[src/rtl/puf_pkg.sv]
// ---------------------------------------------------------------------------
// puf_pkg
// Shared types and constants for the ring-oscillator PUF evaluation
// controller: FSM state encoding, synchroniser depth, drain length and the
// count-enable delay that lines the counters up with the synchronised rings.
// ---------------------------------------------------------------------------
package puf_pkg;

  typedef enum logic [2:0] {
    IDLE   = 3'd0,
    CONFIG = 3'd1,
    RUN    = 3'd2,
    DRAIN  = 3'd3,
    DONE   = 3'd4
  } state_t;

  // Flops between the asynchronous ring output and the edge detector.
  localparam int SYNC_STAGES = 2;

  // Cycles spent after RUN so the last ring edges reach the counters.
  localparam int DRAIN_CYC   = 3;

  // RO_EN to count-enable delay: two synchroniser flops plus the
  // edge-detector register.
  localparam int EN_DELAY    = 3;

  // Phase timer width; holds WINDOW-1 for WINDOW up to 2^20.
  localparam int TMR_W       = 21;

endpackage

[src/rtl/ro_edge_counter.sv]
// ---------------------------------------------------------------------------
// ro_edge_counter
// Synchronises one asynchronous ring-oscillator output, detects its rising
// edges and counts them with a saturating counter.
//
// Ports:
//   clk        in   system clock
//   rst        in   synchronous active-high reset (clears the count)
//   ring       in   asynchronous ring output
//   clr        in   clear the count (start of an evaluation)
//   en         in   count enable, already aligned to the synchronised edges
//   count_next out  value the count register takes at the next edge; lets the
//                   caller register a result that includes a final increment
// ---------------------------------------------------------------------------
module ro_edge_counter
  import puf_pkg::*;
#(
  parameter int CNT_W = 16
) (
  input  logic             clk,
  input  logic             rst,
  input  logic             ring,
  input  logic             clr,
  input  logic             en,
  output logic [CNT_W-1:0] count_next
);

  logic [SYNC_STAGES-1:0] sync_p0;
  logic                   lvl_p1;
  logic                   rise;
  logic [CNT_W-1:0]       count;

  function automatic logic [CNT_W-1:0] sat_inc(input logic [CNT_W-1:0] v);
    return (v == {CNT_W{1'b1}}) ? v : v + CNT_W'(1);
  endfunction

  // Stage p0: two-flop synchroniser on the asynchronous ring output.
  always_ff @(posedge clk) begin
    sync_p0 <= {sync_p0[SYNC_STAGES-2:0], ring};
  end

  // Stage p1: previous synchronised level for rising-edge detection.
  always_ff @(posedge clk) begin
    lvl_p1 <= sync_p0[SYNC_STAGES-1];
  end

  assign rise = sync_p0[SYNC_STAGES-1] & ~lvl_p1;

  always_comb begin
    count_next = count;
    if (clr) begin
      count_next = '0;
    end else if (en && rise) begin
      count_next = sat_inc(count);
    end
  end

  // Stage p2: saturating edge counter.
  always_ff @(posedge clk) begin
    if (rst) begin
      count <= '0;
    end else begin
      count <= count_next;
    end
  end

endmodule

[src/rtl/ro_puf_eval_ctrl.sv]
// ---------------------------------------------------------------------------
// ro_puf_eval_ctrl
// Evaluation controller for a two-chain ring-oscillator PUF. A challenge is
// accepted through START/BUSY, applied to the SEL/BX lines of both chains,
// the rings are enabled for WINDOW cycles, the synchronised rising edges of
// each ring are counted, and one response bit (count A > count B) is
// returned with a single-cycle VALID strobe.
//
// Ports:
//   CLK     in   system clock, all logic on the rising edge
//   RST     in   synchronous active-high reset
//   START   in   evaluation request, only looked at in IDLE
//   CHAL    in   challenge: low half -> RO_SEL, high half -> RO_BX
//   BUSY    out  high in every state except IDLE
//   RO_EN   out  ring enable, high only in RUN
//   RO_SEL  out  per-slice LUT select (latched challenge, CONFIG..DRAIN)
//   RO_BX   out  per-slice output-mux select (latched challenge, CONFIG..DRAIN)
//   RO_A    in   asynchronous output of ring A
//   RO_B    in   asynchronous output of ring B
//   RESP    out  response bit, held until the next DONE
//   VALID   out  one-cycle strobe in DONE
//   CNT_A   out  final count of ring A (only with PUF_RAW_COUNT_EN)
//   CNT_B   out  final count of ring B (only with PUF_RAW_COUNT_EN)
//
// Build option: define PUF_RAW_COUNT_EN to expose the raw final counts on
// CNT_A/CNT_B. Without it the counts stay internal; the response is the same.
// ---------------------------------------------------------------------------
module ro_puf_eval_ctrl
  import puf_pkg::*;
#(
  parameter int N_STAGES = 8,
  parameter int CNT_W    = 16,
  parameter int WINDOW   = 1000,
  parameter int SETTLE   = 4
) (
  input  logic                  CLK,
  input  logic                  RST,
  input  logic                  START,
  input  logic [2*N_STAGES-1:0] CHAL,
  output logic                  BUSY,
  output logic                  RO_EN,
  output logic [N_STAGES-1:0]   RO_SEL,
  output logic [N_STAGES-1:0]   RO_BX,
  input  logic                  RO_A,
  input  logic                  RO_B,
  output logic                  RESP,
  output logic                  VALID
`ifdef PUF_RAW_COUNT_EN
  ,
  output logic [CNT_W-1:0]      CNT_A,
  output logic [CNT_W-1:0]      CNT_B
`endif
);

  localparam logic [TMR_W-1:0] SETTLE_LAST = TMR_W'(SETTLE - 1);
  localparam logic [TMR_W-1:0] WINDOW_LAST = TMR_W'(WINDOW - 1);
  localparam logic [TMR_W-1:0] DRAIN_LAST  = TMR_W'(DRAIN_CYC - 1);

  state_t                state;
  state_t                state_nxt;
  logic [TMR_W-1:0]      tmr;
  logic                  start_acc;
  logic                  chal_live;
  logic                  drain_last;
  logic [2*N_STAGES-1:0] chal_q;
  logic [EN_DELAY-1:0]   en_dly;
  logic                  cnt_en;
  logic [CNT_W-1:0]      cnt_a_nxt;
  logic [CNT_W-1:0]      cnt_b_nxt;

  assign start_acc  = (state == IDLE) && START;
  assign drain_last = (state == DRAIN) && (tmr == DRAIN_LAST);

  // FSM state register.
  always_ff @(posedge CLK) begin
    if (RST) begin
      state <= IDLE;
    end else begin
      state <= state_nxt;
    end
  end

  // Phase timer: restarts at every state change, parked at zero in IDLE.
  always_ff @(posedge CLK) begin
    if (RST || (state == IDLE) || (state_nxt != state)) begin
      tmr <= '0;
    end else begin
      tmr <= tmr + TMR_W'(1);
    end
  end

  // FSM next-state logic.
  always_comb begin
    state_nxt = state;
    unique case (state)
      IDLE:    if (START)              state_nxt = CONFIG;
      CONFIG:  if (tmr == SETTLE_LAST) state_nxt = RUN;
      RUN:     if (tmr == WINDOW_LAST) state_nxt = DRAIN;
      DRAIN:   if (tmr == DRAIN_LAST)  state_nxt = DONE;
      DONE:                            state_nxt = IDLE;
      default:                         state_nxt = IDLE;
    endcase
  end

  // FSM outputs.
  always_comb begin
    BUSY      = (state != IDLE);
    RO_EN     = (state == RUN);
    VALID     = (state == DONE);
    chal_live = (state == CONFIG) || (state == RUN) || (state == DRAIN);
  end

  assign RO_SEL = chal_live ? chal_q[N_STAGES-1:0]          : '0;
  assign RO_BX  = chal_live ? chal_q[2*N_STAGES-1:N_STAGES] : '0;

  // Challenge latch: only written on acceptance, so later CHAL changes are
  // invisible to the rings. Outside CONFIG..DRAIN the lines are forced low,
  // so the latch itself needs no reset.
  always_ff @(posedge CLK) begin
    if (start_acc) begin
      chal_q <= CHAL;
    end
  end

  // Count-enable delay line: RO_EN shifted by the synchroniser plus edge
  // register depth, so each counter sees exactly WINDOW enabled cycles.
  always_ff @(posedge CLK) begin
    if (RST) begin
      en_dly <= '0;
    end else begin
      en_dly <= {en_dly[EN_DELAY-2:0], RO_EN};
    end
  end

  assign cnt_en = en_dly[EN_DELAY-1];

  ro_edge_counter #(
    .CNT_W (CNT_W)
  ) u_cnt_a (
    .clk        (CLK),
    .rst        (RST),
    .ring       (RO_A),
    .clr        (start_acc),
    .en         (cnt_en),
    .count_next (cnt_a_nxt)
  );

  ro_edge_counter #(
    .CNT_W (CNT_W)
  ) u_cnt_b (
    .clk        (CLK),
    .rst        (RST),
    .ring       (RO_B),
    .clr        (start_acc),
    .en         (cnt_en),
    .count_next (cnt_b_nxt)
  );

  // Compare stage: the last counter increment lands on the same edge that
  // closes DRAIN, so the compare takes the counters' next values.
  // Equal counts (including both saturated) give 0.
  always_ff @(posedge CLK) begin
    if (RST) begin
      RESP <= 1'b0;
    end else if (drain_last) begin
      RESP <= (cnt_a_nxt > cnt_b_nxt);
    end
  end

`ifdef PUF_RAW_COUNT_EN
  always_ff @(posedge CLK) begin
    if (RST) begin
      CNT_A <= '0;
      CNT_B <= '0;
    end else if (drain_last) begin
      CNT_A <= cnt_a_nxt;
      CNT_B <= cnt_b_nxt;
    end
  end
`endif

endmodule

[config.mk]
export PLATFORM = sky130hd
export DESIGN_NAME = ro_puf_eval_ctrl
export DESIGN_NICKNAME = d
export VERILOG_FILES = /design/src/rtl/puf_pkg.sv /design/src/rtl/ro_edge_counter.sv /design/src/rtl/ro_puf_eval_ctrl.sv
export SDC_FILE = /design/constraint.sdc
export NUM_CORES = 1
export LEC_CHECK = 0
export ABC_CLOCK_PERIOD_IN_PS = 9000
export BUFFER_PORTS_ARGS = -buffer_cell sky130_fd_sc_hd__buf_2
export CORE_UTILIZATION = 30
export DETAILED_ROUTE_END_ITERATION = 10
export PLACE_DENSITY = 0.54
export SLEW_MARGIN = 20
export SYNTH_ARGS = -nofsm -noshare
export SYNTH_HDL_FRONTEND = slang
export SYNTH_HIERARCHICAL = 1
export SYNTH_SLANG_ARGS = --single-unit
[constraint.sdc]
create_clock -name CLK -period 9 [get_ports CLK]
set_input_delay 0.45 -clock CLK [delete_from_list [all_inputs] [get_ports CLK]]
set_output_delay 0.45 -clock CLK [all_outputs]
set_load 0.1 [all_outputs]
==> results of run 1 <==
layer usage:
metal  global-route usage, %  share of wire, %
met2                    21.3                46
met1                    16.9                49
met5                       0                 0
met4                    5.17               1.7
met3                    2.66               3.5
cell families after synthesis:
group                    after synthesis  synth area share (%)
adder cells (fa/ha/maj)               20                  5.56
AO/OA/AOI/OAI                         78                  11.5
AND/OR/NAND/NOR                      243                  31.3
flip-flops                            82                  40.0
buffers and inverters                 46                  5.00
multiplexers                          11                  2.50
XOR/XNOR                              21                  4.09
power by group:
part           internal, mW  total, mW  switching, mW  leakage [nW]
Clock                 0.271      0.419          0.149         0.169
Sequential            0.382      0.384        0.00205         0.687
Combinational        0.0116     0.0642         0.0526         0.979
synth_stat cells, drive strengths merged, types with 8 or more instances:
cell     n
inv     26
clkbuf  10
buf     10
or3     14
o21ai    8
a21oi   40
mux2i    9
nor2    55
nand4   14
edfxtp  16
nor3    32
xor2    14
nand2   37
nor4    10
dfxtp   66
and2    19
ha      20
o31ai    9
nand3   22
cell type report:
type	count	area [um^2]	area share (%)
Multi-Input combinational cell	373	2470	48.1
Inverter	26	97.6	1.90
Timing Repair Buffer	40	200	3.89
Sequential cell	82	1800	35.0
Clock buffer	9	225	4.38
Clock inverter	7	118	2.28
Tap cell	184	230	4.47
sequential cells by signal, indices dropped and copies added, names as in the netlist, 2 cells and up:
register and count:
tmr 21, en_dly 3, u_cnt_a/count 16, u_cnt_b/count 16
chal_q 16, u_cnt_a/sync_p0 2, state 3, u_cnt_b/sync_p0 2
through the flow:
step / power, mW / utilization [%] / area (um^2)
floorplan: 0.443 / - / 4500
global placement: 0.457 / 32.9 / 4800
detailed placement: 0.457 / 32.9 / 4800
CTS: 0.880 / 35.3 / 5150
global route: 0.901 / 35.3 / 5150
finish: 0.868 / 35.3 / 5150
critical path, stage by stage, from the launching register on:
cell	delay [ns]
dfxtp_1	0.38
ha_1	0.23
nand3_2	0.17
o41ai_4	0.77
o31ai_1	0.18
a21oi_1	0.15
inv_1	0.06
ha_1	0.29
nand3_1	0.10
nor4_1	0.40
o21ai_0	0.18
o211ai_1	0.12
a31o_2	0.17
worst paths after layout:
| check | slack (ns) | startpoint | endpoint | depth (start not counted) |
|---|---|---|---|---|
| max reg2reg | 5.73 | u_cnt_b/count[0] | RESP | 12 |
| min | 0.21 | RO_B | u_cnt_b/sync_p0[0] | 1 |
| max | 5.73 | u_cnt_b/count[0] | RESP | 12 |
| min reg2reg | 0.33 | u_cnt_b/sync_p0[0] | u_cnt_b/sync_p0[1] | 0 |
==> impl_metrics.py, run 1 <==
metrics = {
    "run_status": {
        "status": "completed",
    },
    "global_route": {
        "antenna_found_initial": 0,
        "grt_max_degree": 59,
        "grt_pass1_wl_mm": 16.5,
        "grt_pass1_vias": 3403,
        "grtUsageTotal_pct": 13.1,
        "grt.overflow.total": 0,
    },
    "sta": {
        "final_max_slew_viol_count": 0,
        "setup_slack_ns": 5.73,
        "rsz0062_at_grt": "false",
        "hold_viol_final": 0,
        "setup_viol": 0,
        "max_slew_margin_pct": 30.6,
        "setup-tns-final_ns": 0,
        "clock_skew_ns": 0.00351,
        "fmax_mhz": 306,
        "fin_hold_ws_ns": 0.212,
        "timing.final.crit_share_pct": 36.3,
        "period_needed_ns": 3.27,
        "worst_slew_pin_slew_ns": 1.04,
    },
    "clock_network": {
        "h-tree-depth": 3,
        "cts_sinks": 82,
        "cts-root-buf": "clkbuf_16",
        "insertion_delay_ns": 0.34,
        "postCtsResizedCells": 0,
        "cts_tree": "yes",
        "cts_setup_buffers": 0,
        "cts_buffer_depth": 2,
        "path_clk_slew_ns": 0.06,
        "hold_buffers": 0,
        "numCtsBuffers": 9,
    },
    "synth": {
        "syn_nets": 542,
        "synth_edf_count": 16,
        "ys_async_sr_fraction_pct": 0,
        "syn-cell-area_mm2": 0.00450,
        "synth-seq-cells": 82,
        "yosys_warnings": 6,
        "ys.flop_type": "dfxtp_1",
        "synth_area_leaders": "dfxtp_1 (29%), edfxtp_1 (11%), ha_1 (5.6%)",
        "seq_area_frac_synth_pct": 40.0,
        "syn_inst": 501,
        "synth_top_area_share_pct": 29.3,
        "yosys.area.top_type": "dfxtp_1",
        "avgSynthCellArea_um2": 8.99,
        "yosysUniqueCellTypes": 60,
    },
    "cells_and_area": {
        "area_growth_pct": 14.3,
        "layout_commonest_cell": "dfxtp_1",
        "nNetsFinal": 573,
        "stdcell_count": 721,
        "diodes": 0,
        "fillers": 1459,
        "drive_gt1_share_pct": 16.0,
        "layout_common_cells": "dfxtp_1 (66), nor2_1 (54), a21oi_1 (40), buf_2 (40), nand2_1 (37)",
    },
    "place": {
        "placedCellCount": 705,
        "dpl.hpwl_mm": 7.32,
        "io_buffers": 40,
        "dp_slack_ns": 5.73,
        "gp_congestion": 0.837,
    },
    "floorplan": {
        "floorplan.die.width_um": 125,
        "rows": 44,
        "start_util_pct": 30.9,
        "die_height_um": 125,
        "io-pin-count": 41,
        "die_area_mm2": 0.0155,
        "core_mm2": 0.0146,
    },
    "worst_setup_path": {
        "critPathKind": "register to register",
        "end_kind": "register",
        "cp.arrival_ns": 3.55,
        "cp_max_fo": 13,
        "cp_data_required_time_ns": 9.28,
        "critPathLaunchType": "register",
    },
    "detailed_routing": {
        "dr.pass1.iters": 4,
        "wirelength_mm": 9.85,
        "wire_per_inst_um": 13.7,
        "viasPerCell": 5.08,
        "drc": 0,
        "postRouteAntennaNets": 0,
        "via_count": 3665,
        "drtIter0Drc": 231,
    },
    "job": {
        "cap_violations": 0,
    },
    "power": {
        "ir_worst_vdd_mv": 0.0936,
        "cellPowerDensity_mw_per_mm2": 169,
        "leakage_nw": 1.84,
    },
    "worst_hold_path": {
        "hp-class": "input port to register",
    },
}
Note: power is estimated with default switching activity, not from simulation.
==> run 2: changes to the inputs <==
- ABC_AREA: default -> 1
- ABC_CLOCK_PERIOD_IN_PS: 9000 -> 3300
- clock period: 9 -> 3.3 ns (I/O delays scaled with it)
==> run 2 against run 1 <==
  * Core utilization increased by 1.3 points
  * Cell area increased by 13%
  * Combinational power rose to 3.0 times the previous value
  * Setup slack got worse by 5.1 ns
  * Global-route usage is 0.83 points higher
  * Count of clock-buffer cells in the layout rose by 4
  * Synthesized area rose by 9.6%
  * Final cell count rose by 37%
  * Flip-flop and latch count is the same
  * Fmax rose by 23%
  * Via count grew 17%
  * Critical endpoint unchanged
  * Highest routed layer unchanged
==> impl_metrics.py, run 2 <==
metrics = {
    "floorplan": {
        "die_area_mm2": 0.0170,
        "start_util_pct": 30.9,
        "io-pin-count": 41,
        "die_height_um": 130,
        "rows": 46,
        "core_mm2": 0.0159,
        "floorplan.die.width_um": 130,
    },
    "power": {
        "power.internal_mw": 1.70,
        "power_mw": 2.27,
        "p_seq_share_pct": 46.2,
        "p_sw_share_pct": 25.2,
        "pwr-share-comb_pct": 8.5,
        "leakage_nw": 2.73,
        "power_switching_mw": 0.571,
        "ir_worst_vdd_mv": 0.251,
        "p_clk_share_pct": 45.3,
        "cellPowerDensity_mw_per_mm2": 390,
    },
    "job": {
        "cap_violations": 0,
    },
    "detailed_routing": {
        "wl_met2_mm": 4.85,
        "wirelength_mm": 10.9,
        "viasPerCell": 4.33,
        "routed-wl-met3_um": 316,
        "maxUsedRoutingLayer": "met4",
        "drtIter0Drc": 271,
        "wl_met1_mm": 5.56,
        "postRouteAntennaNets": 0,
        "wire_per_inst_um": 11.0,
        "dr.pass1.iters": 5,
        "via_count": 4277,
        "drc": 0,
    },
    "worst_setup_path": {
        "end_kind": "register",
        "crit_path_end": "RESP",
        "reg2reg_setup_slack_ns": 0.65,
        "reg2reg_to": "RESP",
        "cp_data_required_time_ns": 3.54,
        "critPathKind": "register to register",
        "critical_path.startpoint": "u_cnt_a/sync_p0[1]",
        "critPathLaunchType": "register",
        "cp.arrival_ns": 2.90,
        "cp_max_fo": 10,
        "r2r_cells": 15,
        "r2r_start": "u_cnt_a/sync_p0[1]",
    },
    "place": {
        "io_buffers": 40,
        "gp_congestion": 0.812,
        "dpl.hpwl_mm": 8.21,
        "dpl-instance-area_mm2": 0.00534,
        "placedCellCount": 953,
        "dp_slack_ns": 0.648,
    },
    "clock_network": {
        "insertion_delay_ns": 0.34,
        "h-tree-depth": 3,
        "cts_tree": "yes",
        "path_clk_slew_ns": 0.06,
        "cts_sinks": 82,
        "numCtsBuffers": 9,
        "cts-root-buf": "clkbuf_16",
        "cts_setup_buffers": 0,
        "cts_buffer_depth": 2,
    },
    "cells_and_area": {
        "design_area_mm2": 0.00583,
        "drive_gt1_share_pct": 16.5,
        "largest_reg_flops": 21,
        "regMostFlops": "tmr",
        "area_growth_pct": 18.1,
        "utilization_pct": 36.5,
        "stdcell_count": 987,
        "layout_commonest_cell": "inv_1",
        "nNetsFinal": 807,
        "layout_common_cells": "inv_1 (143), nand2_1 (141), nor2_1 (109)",
        "diodes": 0,
    },
    "global_route": {
        "grt_pass1_wl_mm": 18.4,
        "antenna_found_initial": 0,
        "grt_max_degree": 37,
        "grt_pass1_vias": 3862,
        "grt.overflow.total": 0,
        "grtUsageTotal_pct": 13.9,
    },
    "synth": {
        "avgSynthCellArea_um2": 6.98,
        "yosys.area.top_type": "dfxtp_1",
        "synth_top_area_share_pct": 26.8,
        "ys_async_sr_fraction_pct": 0,
        "yosysMostFrequentCell": "inv_1",
        "synth-seq-cells": 82,
        "syn-cell-area_mm2": 0.00493,
        "syn_nets": 748,
        "seq_area_frac_synth_pct": 36.5,
        "synth_edf_count": 16,
        "yosysUniqueCellTypes": 28,
        "ys.flop_type": "dfxtp_1",
        "ys_top_cells_by_count": "inv_1 (143), nand2_1 (141), nor2_1 (110)",
        "yosys_warnings": 6,
        "synth_area_leaders": "dfxtp_1 (27%), inv_1 (11%), nand2_1 (11%)",
        "syn_inst": 707,
    },
    "worst_hold_path": {
        "hp-class": "input port to register",
        "hp-start": "RST",
    },
    "sta": {
        "fmax_mhz": 377,
        "final_max_slew_viol_count": 0,
        "setup_slack_ns": 0.645,
        "setup_viol": 0,
        "timing.final.crit_share_pct": 80.4,
        "period_needed_ns": 2.65,
        "max_slew_margin_pct": 55.0,
        "setup-tns-final_ns": 0,
        "rsz0062_at_grt": "false",
        "fin_hold_ws_ns": 0.152,
        "hold_viol_final": 0,
        "clock_skew_ns": 0.00646,
        "worst_slew_pin_slew_ns": 0.674,
    },
    "run_status": {
        "status": "completed",
    },
}
-- run 2: cell count changes after synthesis, moves of 9 or more --
cell	change
inv_1	+117
nand2_1	+104
nand3_1	+60
nor2_1	+56
a21oi_1	-34
nor2_2	+24
and2_1	-19
nor3_1	-19
nor2_4	+14
or3_1	-12
mux2i_1	-9
o31ai_1	-9
-- run 2: kinds of logic (layout without fill, tap and decap cells) --
kind of cell,Yosys count,count (layout),synth area share (%)
xor+xnor,19,19,3.37
fa+ha+maj,20,20,5.07
compound gates,13,13,1.32
flops,82,82,36.5
simple gates,415,415,40.8
buf+inv,158,222,12.9
-- run 2: power by group through the flow --
stage	registers (mW)	clock network (mW)	logic (mW)
floorplan	1.07	0	0.142
global placement	1.07	0	0.179
detailed placement	1.07	0	0.178
CTS	1.05	1.06	0.195
global route	1.05	1.10	0.206
finish	1.05	1.03	0.193
-- run 2: worst min-delay path by stage --
| stage | cells past startpoint | to |
|---|---|---|
| after floorplan | 0 | u_cnt_a/sync_p0[0] |
| after global placement | 1 | u_cnt_a/sync_p0[0] |
| after detailed placement | 1 | u_cnt_b/sync_p0[0] |
| after CTS | 4 | state[0] |
| after global routing | 4 | state[0] |
| final | 4 | state[0] |
-- run 2: area by class of cell --
| cell class | count | area [um^2] |
|---|---|---|
| tap | 216 | 270 |
| clock buffer | 13 | 292 |
| sequential | 82 | 1800 |
| clock inverter | 3 | 18.8 |
| inverter | 146 | 548 |
| timing repair buffer | 60 | 395 |
| multi-input combinational | 467 | 2500 |
| fill | 1714 | 10100 |
-- run 2: critical path, stage by stage (launching register included) --
cell and delay [ns]:
dfxtp_1 0.35, nand2_1 0.09, nor2_4 0.27, nand2_1 0.16, nor2_1 0.28, nand2_1 0.09
nand2_1 0.06, nand3_1 0.06, nand2_1 0.08, inv_1 0.06, ha_1 0.28, nand2_1 0.10
nor4_1 0.40, nand4_1 0.12, nand3_1 0.10, nand2_1 0.04
-- run 2: timing repair --
| action | in CTS | in global routing |
|---|---|---|
| resized for setup | 0 | 0 |
| setup endpoints to repair | 0 | 0 |
| endpoints found under the hold margin | 18 | 0 |
| hold buffers | 18 | 0 |
-- run 2: layer usage --
metal  vias to the layer above  GRT usage (%)
met5                         -              0
met4                         0           5.75
met3                        13           2.58
met2                        65           21.2
met1                      1914           19.2
li1                       2285              -
